File: config.mk
export PLATFORM = sky130hd
export DESIGN_NAME = acc_processor
export DESIGN_NICKNAME = d
export VERILOG_FILES = /design/src/rtl/acc_processor_pkg.sv /design/src/rtl/acc_processor_alu.sv /design/src/rtl/acc_processor.sv
export SDC_FILE = /design/constraint.sdc
export NUM_CORES = 1
export LEC_CHECK = 0
export BUFFER_PORTS_ARGS = -buffer_cell sky130_fd_sc_hd__buf_2
export CAP_MARGIN = 0
export CORE_UTILIZATION = 45
export CTS_CLUSTER_SIZE = 24
export DETAILED_ROUTE_END_ITERATION = 8
export PLACE_DENSITY = 0.73
export SKIP_CTS_REPAIR_TIMING = 1
export SYNTH_ARGS = -nofsm -noshare
export SYNTH_HDL_FRONTEND = slang
export SYNTH_SLANG_ARGS = --single-unit
File: constraint.sdc
create_clock -name clk -period 9.1 [get_ports clk]
set_clock_uncertainty 0.1 [all_clocks]
set_input_delay 0.455 -clock clk [delete_from_list [all_inputs] [get_ports clk]]
set_output_delay 0.455 -clock clk [all_outputs]
set_load 0.005 [all_outputs]
File: src/rtl/acc_processor_pkg.sv
// Shared opcode and FSM-state definitions for the acc_processor accumulator CPU.
package acc_processor_pkg;

    localparam int OPC_W = 4;

    localparam logic [OPC_W-1:0] OP_NOP  = 4'h0;
    localparam logic [OPC_W-1:0] OP_LDI  = 4'h1;
    localparam logic [OPC_W-1:0] OP_LDR  = 4'h2;
    localparam logic [OPC_W-1:0] OP_STR  = 4'h3;
    localparam logic [OPC_W-1:0] OP_ADD  = 4'h4;
    localparam logic [OPC_W-1:0] OP_SUB  = 4'h5;
    localparam logic [OPC_W-1:0] OP_AND  = 4'h6;
    localparam logic [OPC_W-1:0] OP_MUL  = 4'h7;
    localparam logic [OPC_W-1:0] OP_IN   = 4'h8;
    localparam logic [OPC_W-1:0] OP_OUT  = 4'h9;
    localparam logic [OPC_W-1:0] OP_JMP  = 4'hA;
    localparam logic [OPC_W-1:0] OP_JZ   = 4'hB;
    localparam logic [OPC_W-1:0] OP_JN   = 4'hC;
    localparam logic [OPC_W-1:0] OP_HALT = 4'hD;

    typedef enum logic [2:0] {
        ST_FETCH,
        ST_OPER,
        ST_EXEC,
        ST_WAIT_KEY,
        ST_HALT
    } state_t;

    // Ops whose operand lives in the following ROM word.
    function automatic logic is_two_word(input logic [OPC_W-1:0] op);
        return (op == OP_LDI) || (op == OP_JMP) || (op == OP_JZ) || (op == OP_JN);
    endfunction

endpackage

File: src/rtl/acc_processor_alu.sv
// Combinational ALU for acc_processor: {ah,acc} result plus zero/sign flags.
// The multiplier exists only when ACC_PROCESSOR_MUL_EN is defined.
module acc_alu
    import acc_processor_pkg::*;
#(
    parameter int DATA_W = 4
) (
    input  logic [OPC_W-1:0]    i_op,
    input  logic [DATA_W-1:0]   i_acc,
    input  logic [DATA_W-1:0]   i_b,
    output logic [2*DATA_W-1:0] o_res,
    output logic                o_z,
    output logic                o_s
);

    logic [DATA_W-1:0] w_lo;

`ifdef ACC_PROCESSOR_MUL_EN
    logic [2*DATA_W-1:0] w_prod;
    assign w_prod = {{DATA_W{1'b0}}, i_acc} * {{DATA_W{1'b0}}, i_b};
`endif

    always_comb begin
        w_lo  = i_acc;
        o_res = '0;
        case (i_op)
            OP_LDI, OP_LDR: w_lo = i_b;
            OP_ADD:         w_lo = i_acc + i_b;
            OP_SUB:         w_lo = i_acc - i_b;
            OP_AND:         w_lo = i_acc & i_b;
            default:        w_lo = i_acc;
        endcase
        o_res = {{DATA_W{1'b0}}, w_lo};
`ifdef ACC_PROCESSOR_MUL_EN
        if (i_op == OP_MUL) o_res = w_prod;
`endif
        o_z = (o_res[DATA_W-1:0] == '0);
        o_s = o_res[DATA_W-1];
    end

endmodule

File: src/rtl/acc_processor.sv
// Multi-cycle accumulator CPU: FETCH/OPER/EXEC/WAIT_KEY/HALT over an async-read ROM.
// Define ACC_PROCESSOR_MUL_EN to enable the MUL opcode; otherwise opcode 7 is a NOP.
module acc_processor
    import acc_processor_pkg::*;
#(
    parameter int DATA_W  = 4,
    parameter int ADDR_W  = 8,
    parameter int INSTR_W = 8,
    parameter int NREG    = 4
) (
    input  logic                clk,
    input  logic                clr,
    output logic [ADDR_W-1:0]   rom_addr,
    output logic                rom_en,
    input  logic [INSTR_W-1:0]  rom_data,
    input  logic [DATA_W-1:0]   key_data,
    input  logic                key_valid,
    output logic                key_ready,
    output logic [2*DATA_W-1:0] out_data,
    output logic                out_valid,
    output logic                halted
);

    localparam int RW = $clog2(NREG);

    state_t              r_state, w_state_next;
    logic [ADDR_W-1:0]   r_pc;
    logic [INSTR_W-1:0]  r_ir, r_opnd;
    logic [DATA_W-1:0]   r_acc, r_ah;
    logic                r_z, r_s;
    logic [2*DATA_W-1:0] r_out_data;
    logic                r_out_valid;
    logic [DATA_W-1:0]   r_regs [NREG];

    logic [OPC_W-1:0]    w_opc, w_fetch_opc;
    logic [RW-1:0]       w_rsel;
    logic [DATA_W-1:0]   w_reg_rd, w_alu_b;
    logic [2*DATA_W-1:0] w_alu_res;
    logic                w_alu_z, w_alu_s;
    logic                w_acc_we, w_branch;
    logic [NREG-1:0]     w_reg_we;
    logic                w_unused_bits;

    assign w_opc         = r_ir[INSTR_W-1 -: OPC_W];
    assign w_fetch_opc   = rom_data[INSTR_W-1 -: OPC_W];
    assign w_rsel        = r_ir[RW-1:0];
    assign w_reg_rd      = r_regs[w_rsel];
    assign w_alu_b       = (w_opc == OP_LDI) ? r_opnd[DATA_W-1:0] : w_reg_rd;
    assign w_branch      = (w_opc == OP_JMP) || ((w_opc == OP_JZ) && r_z) || ((w_opc == OP_JN) && r_s);
    assign w_unused_bits = ^{r_ir, r_opnd};

    assign rom_addr  = r_pc;
    assign out_data  = r_out_data;
    assign out_valid = r_out_valid;

    acc_alu #(.DATA_W(DATA_W)) u_alu (
        .i_op  (w_opc),
        .i_acc (r_acc),
        .i_b   (w_alu_b),
        .o_res (w_alu_res),
        .o_z   (w_alu_z),
        .o_s   (w_alu_s)
    );

    always_comb begin
        w_acc_we = 1'b0;
        case (w_opc)
            OP_LDI, OP_LDR, OP_ADD, OP_SUB, OP_AND: w_acc_we = 1'b1;
`ifdef ACC_PROCESSOR_MUL_EN
            OP_MUL: w_acc_we = 1'b1;
`endif
            default: w_acc_we = 1'b0;
        endcase
    end

    always_ff @(posedge clk or posedge clr) begin
        if (clr) r_state <= ST_FETCH;
        else     r_state <= w_state_next;
    end

    always_comb begin
        w_state_next = r_state;
        rom_en       = 1'b0;
        key_ready    = 1'b0;
        halted       = 1'b0;
        case (r_state)
            ST_FETCH: begin
                rom_en       = 1'b1;
                w_state_next = is_two_word(w_fetch_opc) ? ST_OPER : ST_EXEC;
            end
            ST_OPER: begin
                rom_en       = 1'b1;
                w_state_next = ST_EXEC;
            end
            ST_EXEC: begin
                if (w_opc == OP_IN)        w_state_next = ST_WAIT_KEY;
                else if (w_opc == OP_HALT) w_state_next = ST_HALT;
                else                       w_state_next = ST_FETCH;
            end
            ST_WAIT_KEY: begin
                key_ready = 1'b1;
                if (key_valid) w_state_next = ST_FETCH;
            end
            ST_HALT: halted = 1'b1;
            default: w_state_next = ST_FETCH;
        endcase
    end

    always_ff @(posedge clk or posedge clr) begin
        if (clr) begin
            r_pc        <= '0;
            r_ir        <= '0;
            r_opnd      <= '0;
            r_acc       <= '0;
            r_ah        <= '0;
            r_z         <= 1'b1;
            r_s         <= 1'b0;
            r_out_data  <= '0;
            r_out_valid <= 1'b0;
        end else begin
            r_out_valid <= 1'b0;
            case (r_state)
                ST_FETCH: begin
                    r_ir <= rom_data;
                    r_pc <= r_pc + ADDR_W'(1);
                end
                ST_OPER: begin
                    r_opnd <= rom_data;
                    r_pc   <= r_pc + ADDR_W'(1);
                end
                ST_EXEC: begin
                    if (w_acc_we) begin
                        {r_ah, r_acc} <= w_alu_res;
                        r_z           <= w_alu_z;
                        r_s           <= w_alu_s;
                    end
                    if (w_opc == OP_OUT) begin
                        r_out_data  <= {r_ah, r_acc};
                        r_out_valid <= 1'b1;
                    end
                    // Untaken branches leave pc pointing past the operand word.
                    if (w_branch) r_pc <= r_opnd[ADDR_W-1:0];
                end
                ST_WAIT_KEY: begin
                    if (key_valid) begin
                        r_acc <= key_data;
                        r_ah  <= '0;
                        r_z   <= (key_data == '0);
                        r_s   <= key_data[DATA_W-1];
                    end
                end
                default: ;
            endcase
        end
    end

    genvar gi;
    generate
        for (gi = 0; gi < NREG; gi++) begin : g_reg_we
            assign w_reg_we[gi] = (r_state == ST_EXEC) && (w_opc == OP_STR) && (w_rsel == RW'(gi));
        end
    endgenerate

    always_ff @(posedge clk or posedge clr) begin
        if (clr) begin
            for (int i = 0; i < NREG; i++) r_regs[i] <= '0;
        end else begin
            for (int i = 0; i < NREG; i++) begin
                if (w_reg_we[i]) r_regs[i] <= r_acc;
            end
        end
    end

endmodule
======== After elaboration in Yosys (flattened, before gate mapping) ========
Index checks and enable logic that the tools add are counted.
storage, ports and cells
  bits in registers ....................... 62
  bits in latches ......................... 0
  bits in writable memories ............... 0
  ROM bits ................................ 0
  bits of input ports ..................... 15
  output and inout port bits .............. 20
  logic and storage cells ................. 102
  memories kept ........................... 0
cells by class
  add/subtract/negate cells ............... 3
  multiply operators ...................... 0
  div/mod/pow operators ................... 0
  $lt $le $gt $ge ......................... 1
  eq/ne operators ......................... 26
  shifts and indexed selects .............. 0
  mux-type cells .......................... 30
  bitwise gates (word level) .............. 3
  reductions and logical operators ........ 25
operators by type and width
  cell                                           count
  == test 4 bit, second input constant           9
  2-to-1 mux 4 bit                               7
  one-hot mux 4 bit (2 select lines)             2
  one-hot mux 4 bit (4 select lines)             1
  one-hot mux 8 bit (2 select lines)             1
  one-hot mux 3 bit (5 select lines)             1
  == test 4 x 3 -> 1 bit, second input constant  3
  2-to-1 mux 1 bit                               10
  2-to-1 mux 3 bit                               3
  adder 8 x 1 -> 8 bit, second input constant    1
  binary-select mux 4 bit (select 2 bit)         1
  == test 4 x 1 -> 1 bit, second input constant  2
  == test 4 x 2 -> 1 bit, second input constant  2
  logical NOT 4 bit                              2
  2-to-1 mux 8 bit                               1
  logical AND 1 bit                              7
  == test 3 x 2 -> 1 bit, second input constant  2
  != test 2 bit, second input constant           3
  AND reduction 2 bit                            3
  logical OR 1 bit                               5
  OR reduction 5 bit                             1
  adder 4 bit                                    1
  AND 4 bit                                      1
  == test 2 bit, second input constant           2
  14 further kinds                               17

======== Logic depth before layout (Yosys ltp) ========
Gate-level depths: netlist of the first run.
  depth after elaboration ................. 10
  mapped depth ............................ 16

======== By module ========
From an unflattened synthesis of the first run, not the netlist that was laid out.
unflattened totals
  cell total of the unflattened synthesis .. 305
  area total of the unflattened synthesis .. 3408.3 µm²
modules (own cells, without submodules)
  module         instances  cells an instance  area each (µm²)  sequential area each (µm²)
  acc_processor  1          236                2910.3           1502.7
  acc_alu        1          69                 498.0            0.0

======== Worst setup path before layout of the first run ========
Ideal clock, no wire load.
  path kind ............................... register -> register
  from .................................... reg r_ir[0]
  to ...................................... reg r_z
  setup time .............................. 0.091 ns
  arrival time ............................ 3.341 ns
  data required time ...................... 8.909 ns
  path slack .............................. 5.569 ns
  stages on the path, launching flop included .. 13
  clock period less this slack ............ 3.531 ns
  path through ............................ dfrtp_1 > buf_6 > mux4_2 > nand2_1 > and2_1 > ha_1 > mux2_2 > fa_1 > mux2i_1 > a221oi_1 > nand3_1 > or4_1 > o31ai_1
on the way
  cells in the longest elaborated chain, start to end .. 10
  elaborated cells on any way between the ends .. 12
ends and longest elaborated chain
  what                                                   line                     RTL
  start: declaration                                     acc_processor.sv:28      logic [INSTR_W-1:0] r_ir, r_opnd;
  start signal: assignment                               acc_processor.sv:124     r_ir <= rom_data;
  NOT 2 -> 3 bit (implied by the code) *                 acc_processor.sv:47      assign w_reg_rd = r_regs[w_rsel];
  binary-select mux 4 bit (select 2 bit) *               acc_processor.sv:47
  2-to-1 mux 4 bit (implied by the code) * (2 in a row)  acc_processor.sv:47
  2-to-1 mux 4 bit *                                     acc_processor.sv:48      assign w_alu_b = (w_opc == OP_LDI) ? r_opnd[DATA_W-1:0] : w_reg_rd;
  subtractor 4 bit (tied with other cells)               acc_processor_alu.sv:29  OP_SUB: w_lo = i_acc - i_b;
  one-hot mux 4 bit (4 select lines) *                   acc_processor_alu.sv:26  case (i_op)
  logical NOT 4 bit *                                    acc_processor_alu.sv:37  o_z = (o_res[DATA_W-1:0] == '0);
  2-to-1 mux 1 bit *                                     acc_processor.sv:132     if (w_acc_we) begin
  one-hot mux 1 bit (2 select lines) *                   acc_processor.sv:122     case (r_state)
  end signal: assignment                                 acc_processor.sv:134     r_z <= w_alu_z;
  end signal: assignment                                 acc_processor.sv:148     r_z <= (key_data == '0);
  end: declaration                                       acc_processor.sv:30      logic r_z, r_s;
Every way passes the cells marked *; elsewhere a longest branch is shown, timed or not. The select of a mux whose other input is x is not followed.
A chain may end at the register's enable or synchronous reset.

======== Final worst setup path of the first run ========
Ends and elaborated chain as after synthesis.

==> results of run 1 <==
-- path summary, 6_finish.rpt --
check                            startpoint          end  slack, ns  depth (start not counted)
worst max-delay path                r_ir[0]          r_z       5.17                         10
min in group asynchronous               clr  rom_addr[7]       0.31                          2
worst min-delay path            rom_data[2]    r_opnd[2]       0.29                          2
worst max register to register      r_ir[0]          r_z       5.17                         10
worst min register to register  out_data[1]  out_data[1]       0.40                          2
max in group asynchronous               clr   r_state[2]       7.94                          2
-- metal layers --
layer	GRT usage (%)	share of wire, %
met1	28.4	48
met2	29.6	46
met3	3.38	4.2
met4	6.11	1.5
met5	0	0
-- power breakdown --
part,leakage [nW],total (W),switching (W),internal [W]
sequential,0.644,0.000484,0.000154,0.000330
combinational,0.790,0.000629,0.000306,0.000323
clock,0.0513,0.000155,0.0000742,0.0000807
total,1.49,0.00127,0.000533,0.000734
-- per-stage QoR --
stage / power, W / worst slack [ns] / hold WS (ns)
2_1_floorplan: 0.000970 / 5.57 / 0.357
3_3_place_gp: 0.00109 / 5.32 / 0.361
3_5_place_dp: 0.00111 / 5.23 / 0.380
4_1_cts: 0.00127 / 5.19 / 0.288
5_1_grt: 0.00137 / 4.95 / 0.290
6_report: 0.00127 / 5.17 / 0.289
-- cells in the final DEF (no fill, tap or decap), types with 2 or more instances in the layout --
cell type / n
a31oi_1: 3
nor4_1: 2
buf_2: 30
conb_1: 4
mux2i_1: 7
nand4_1: 2
nor3b_1: 3
and2_1: 2
or4_1: 2
nor2_1: 15
nand3b_1: 4
nor2b_1: 3
a21oi_1: 19
clkbuf_8: 5
o31ai_1: 2
o21ai_0: 24
or3_1: 2
nand2b_1: 3
o22ai_1: 2
nor3_1: 7
inv_1: 11
nand3_1: 14
xor2_1: 2
ha_1: 6
mux2_2: 28
o211ai_1: 3
mux4_2: 2
dfrtp_1: 50
and3_1: 3
mux4_1: 2
nand2_1: 31
-- worst reg2reg max path, delay by kind of cell, from the launching register on --
kind | cells | cell delay, ns
multiplexers | 4 | 1.22
AO/OA/AOI/OAI | 2 | 0.52
flip-flops | 1 | 0.62
adder cells (fa/ha/maj) | 2 | 0.77
AND/OR/NAND/NOR | 2 | 0.62
-- cell type report --
class	instances	area, um^2	share of cell area [%]
Sequential cell	51	1280	39.8
Timing Repair Buffer	30	150	4.68
Clock buffer	6	72.6	2.26
Tap cell	77	96.3	3.00
Clock inverter	1	30.0	0.936
Multi-Input combinational cell	215	1540	47.9
Inverter	12	45.0	1.40
-- cell families (layout without fill, tap and decap cells) --
logic type | Yosys count | in the layout | share of synthesized area (%)
xor gates and xnor gates | 4 | 4 | 1.64
muxes | 39 | 39 | 16.3
DFF | 51 | 51 | 43.1
buffers and inverters | 35 | 49 | 5.57
other | 1 | 4 | 0.126
AOI/OAI and AO/OA | 66 | 66 | 14.2
and+or+nand+nor | 95 | 95 | 15.9
adders and majority gates | 7 | 7 | 3.21
-- state kept, by name, indices dropped and copies added (netlist names) --
| register | cells |
|---|---|
| r_state | 3 |
| rom_addr | 8 |
| out_data | 4 |
| r_z | 1 |
| r_acc | 4 |
| r_ir | 6 |
| r_regs | 16 |
| out_valid | 1 |
| r_opnd | 8 |
==> metrics.md, run 1 <==
| Metric | Value |
|---|---|
| Status | complete, no violations |
| H-tree lvl count | 2 |
| Area leader, netlist | dfrtp_1 |
| Die height | 83.2 um |
| Crit end category | register |
| Core ar. | 6350 um^2 |
| Largest cells by area after synthesis | dfrtp_1 (42%), mux2_2 (11%), o21ai_0 (4.0%), nand2_1 (3.9%), a21oi_1 (3.2%) |
| Initial core utilization | 46.7% |
| Clk pin slew, worst setup/hold paths | 0.10 ns |
| Skew-Pair Late Insertion Delay | 0.30 ns |
| Initial antenna violation count | 0 |
| Synth Flop Type | dfrtp_1 |
| Pwr/cell area | 395 nW/um^2 |
| Nets | 337 |
| CTS sink cnt | 51 |
| Inst Count DP | 385 |
| DRC violations left | 0 |
| Synth unique cells | 53 |
| CTS Buf Count | 5 |
| Final Instance Area | 3210 um^2 |
| Hpwl dp | 4.58 mm |
| Final core utilization | 50.5% |
| Max Cap Viol | 0 |
| All-Layer GR Usage | 19.5% |
| Mapped Area | 2970 um^2 |
| Yosys top cell area share | 42.2% |
| Min-Delay Path Class | in2reg |
| DR vias | 2255 |
| TritonCTS clock tree | built |
| Sum of buffers and inverters on the critical path | 0 |
| Final Hold Fails | 0 |
| # diodes | 0 |
| Bufs on Longest Clock Path | 2 |
| RSZ-0062 raised after global routing | false |
| Post-synth EDFFs | 0 |
| Worst slew pin tran | 1.08 ns |
| Fmax | 254 MHz |
| Final Critical Period | 3.93 ns |
| First-pass GRT wire length | 10.9 mm |
| Post-synthesis sequential area ratio | 43.1% |
| Endpoints failing setup | 0 |
| Ys async rst share | 100% |
| Vias in the first global route | 2157 |
| Critical Path AT | 4.06 ns |
| CP required | 9.22 ns |
| Area Overhead vs Synth | 8.10% |
| Syn Inst Count | 298 |
| Synth warn | 0 |
| Worst Setup Path Type | reg2reg |
| Initial DRC count | 164 |
| Fraction of layout cells with a size suffix above 1 | 23.2% |
| Total Die Area | 6920 um^2 |
| Avg Cell Area, Syn | 9.96 um^2 |
| Crit start category | register |
| CP top delay family | multiplexers |
| Num ports | 35 |
| Synth Register Bits | 51 |
| Count leader, synth | dfrtp_1 |
| CP max-delay cell | mux4_1 |
| TritonRoute pass-1 iters | 4 |
| Fillers | 609 |
| Pleak | 1.49 nW |
| Total global routing overflow | 0 |
| Detail Route Antenna Nets | 0 |
| Die width | 83.2 um |
| RePlAce Congestion | 0.879 |
| Root buf cell | clkbuf_8 |
| Vias per cell | 5.75 |
| Rows | 29 |
| Final wirelength | 6.34 mm |
| Placed instance area | 3100 um^2 |
| Slew HR | 28.2% |
| Crit path max fanout | 13 |
| Number of port buffers | 30 |
| CP most frequent cell | mux2i_1 |
| Largest net degree at the start of global routing | 52 |
| Peak VDD IR | 155 uV |
| Setup TNS | 0 ns |
| Slew Limit Fails | 0 |
| Post-DR wirelength/cell | 16.2 um |
| Fin crit share | 43.2% |
| Final Non-Filler Cells | 392 |
| CP max stage delay | 0.68 ns |
| Synth cell count leaders | dfrtp_1 (50), nand2_1 (31), mux2_2 (28) |
| Worst-path cell chain | mux4_1, mux2i_1, ha_1, mux2_2, fa_1, mux2i_1, a221oi_1, nand3_1, or4_1, o31ai_1 |
No activity file was read; power rests on OpenSTA's default activity.
==> run 2: changes to the inputs <==
==> constraint.sdc (replaced) <==
create_clock -name clk -period 3.91 [get_ports clk]
set_clock_uncertainty 0.1 [all_clocks]
set_input_delay 0.1955 -clock clk [delete_from_list [all_inputs] [get_ports clk]]
set_output_delay 0.1955 -clock clk [all_outputs]
set_load 0.005 [all_outputs]
==> run 2 against run 1 <==
Against the previous run:
- wire length increased by 2.1%
- die area unchanged
- design area rose by 1.6%
- largest power group unchanged
- power grew 140%
- largest cell class unchanged
- critical endpoint unchanged
- sequential power increased by 120%
- sequential cell count is the same
- critical path depth is the same
- critical path type unchanged
- global-route usage increased by 0.21 points
==> metrics.md, run 2 (synthesized netlist as in run 1, its figures left out) <==
| Metric | Value |
|---|---|
| Status | complete, no violations |
| Crit start category | register |
| Hold path depth | 2 (unchanged) |
| Slew HR | 30.4% (+2.2 points) |
| Worst-path cell chain | mux4_1, mux2i_1, ha_1, mux2_2, fa_1, mux2i_1, a221oi_1, nand3_1, or4_1, o31ai_1 |
| CP max stage delay | 0.65 ns (-0.03 ns) |
| Final Hold Fails | 0 (unchanged) |
| CTS Buf Count | 5 (unchanged) |
| Initial core utilization | 46.7% (unchanged) |
| Detail Route Antenna Nets | 0 (unchanged) |
| All-Layer GR Usage | 19.7% (+0.21 points) |
| Core ar. | 6350 um^2 (unchanged) |
| Total Die Area | 6920 um^2 (unchanged) |
| H-tree lvl count | 2 (unchanged) |
| Worst Setup Path Type | reg2reg |
| TritonCTS clock tree | built |
| Fraction of layout cells with a size suffix above 1 | 25.2% (+2.1 points) |
| Root buf cell | clkbuf_8 |
| Skew-Pair Late Insertion Delay | 0.31 ns (about the same) |
| Inst Count DP | 390 (+1.3%) |
| Final Non-Filler Cells | 398 (+1.5%) |
| # diodes | 0 (unchanged) |
| Leading cell type in the layout, fill and taps excluded | dfrtp_1 |
| Rows | 29 (unchanged) |
| Vias per cell | 5.83 (+1.3%) |
| Bufs on Longest Clock Path | 2 (unchanged) |
| R2r startpoint | r_ir[0] |
| Fin crit share | 93.9% (+51 points) |
| Final wirelength | 6.47 mm (+2.1%) |
| Reg with most FFs | r_regs |
| Setup Slack @ Placement | 0.198 ns (-5.03 ns) |
| Slew Limit Fails | 0 (unchanged) |
| Setup TNS | 0 ns (unchanged) |
| CTS sink cnt | 51 (unchanged) |
| RePlAce Congestion | 0.915 (+4.0%) |
| Final Critical Period | 3.67 ns (-0.261 ns) |
| Largest register FFs | 16 (unchanged) |
| Crit end category | register |
| Vias in the first global route | 2195 (+1.8%) |
| Fillers | 567 (-6.9%) |
| Num ports | 35 (unchanged) |
| Min-Delay Path Class | in2reg |
| RSZ-0062 raised after global routing | false |
| R2R setup slack | 0.24 ns (-4.93 ns) |
| Max Cap Viol | 0 (unchanged) |
| Number of port buffers | 30 (unchanged) |
| Post-DR wirelength/cell | 16.3 um (+0.56%) |
| Initial antenna violation count | 0 (unchanged) |
| Pleak | 1.52 nW (+2.0%) |
| Critical Path AT | 3.80 ns (-0.26 ns) |
| Final hold slack | 0.0230 ns (-0.266 ns) |
| CP most frequent cell | mux2i_1 |
| CP max-delay cell | mux4_1 |
| Pwr/cell area | 928 nW/um^2 (+130%) |
| Hold EP | r_opnd[2] |
| DRC violations left | 0 (unchanged) |
| Worst R2R Path Depth | 10 (unchanged) |
| Sum of buffers and inverters on the critical path | 0 (unchanged) |
| Nets | 342 (+1.5%) |
| CP required | 4.04 ns (-5.18 ns) |
| Total global routing overflow | 0 (unchanged) |
| TritonRoute pass-1 iters | 4 (unchanged) |
| DR vias | 2320 (+2.9%) |
| Hpwl dp | 4.78 mm (+4.4%) |
| Crit path max fanout | 8 (-5) |
| Multi-input logic area | 1540 um^2 (unchanged) |
| Reg2reg end | r_z |
| First-pass GRT wire length | 10.9 mm (+0.19%) |
| Worst Slack Setup Final | 0.239 ns (-4.93 ns) |
| Area Overhead vs Synth | 9.87% |
| Reg area | 1280 um^2 (about the same) |
| Fmax | 272 MHz (+7.1%) |
| Clk pin slew, worst setup/hold paths | 0.11 ns (about the same) |
| CP top delay family | multiplexers |
| Worst Hold Launch | rom_data[2] |
| Die width | 83.2 um (unchanged) |
| Die height | 83.2 um (unchanged) |
| Worst slew pin tran | 1.04 ns (-0.0338 ns) |
| Endpoints failing setup | 0 (unchanged) |
| Most frequent cells in the layout | dfrtp_1 (49), nand2_1 (31), buf_2 (30) |
| Peak VDD IR | 443 uV (+190%) |
| Largest net degree at the start of global routing | 52 (unchanged) |
| Initial DRC count | 185 (+13%) |
| Final core utilization | 51.3% (+0.83 points) |
==> run 2: cell count changes in the layout (fill, tap and decap cells not counted), sizes merged <==
cell	before	now
clkinv	0	1
inv	12	13
clkbuf	6	5
buf	30	35
==> run 2: layout make-up <==
| cell class | instances | share of cell area, % |
|---|---|---|
| multi-input combinational | 215 | 47.1 |
| timing repair buffer | 35 | 5.76 |
| inverter | 12 | 1.38 |
| tap | 77 | 2.96 |
| clock buffer | 5 | 2.11 |
| clock inverter | 3 | 1.46 |
| sequential | 51 | 39.2 |
==> run 2: where the power goes <==
part	internal (W)	switching (W)	total (W)
logic	0.000785	0.000781	0.00157
registers	0.000771	0.000305	0.00108
clock network	0.000194	0.000190	0.000384
total	0.00175	0.00128	0.00303
==> run 2: worst max path at each step <==
stage | start | to | slack [ns] | cells past startpoint
2_1_floorplan | r_ir[0] | r_z | 0.38 | 12
3_3_place_gp | r_ir[0] | r_z | 0.27 | 10
3_5_place_dp | r_ir[0] | r_z | 0.20 | 10
4_1_cts | r_ir[0] | r_z | 0.17 | 10
5_1_grt | r_ir[0] | r_z | 0.02 | 10
6_report | r_ir[0] | r_z | 0.24 | 10
==> run 2: layer usage <==
| metal | GRT usage, % | wire length (um) | up-vias |
|---|---|---|---|
| met2 | 29.2 | 3050 | 53 |
| met1 | 29.3 | 3040 | 1153 |
| met3 | 3.58 | 288 | 9 |
| met4 | 5.96 | 88 | 0 |
| li1 | - | - | 1105 |
| met5 | 0 | 0 | - |
==> run 2: through the flow <==
stage	area, um^2	total power (W)
3_3_place_gp	3140	0.00258
3_5_place_dp	3140	0.00262
2_1_floorplan	2980	0.00226
6_report	3260	0.00303
5_1_grt	3260	0.00326
4_1_cts	3260	0.00302
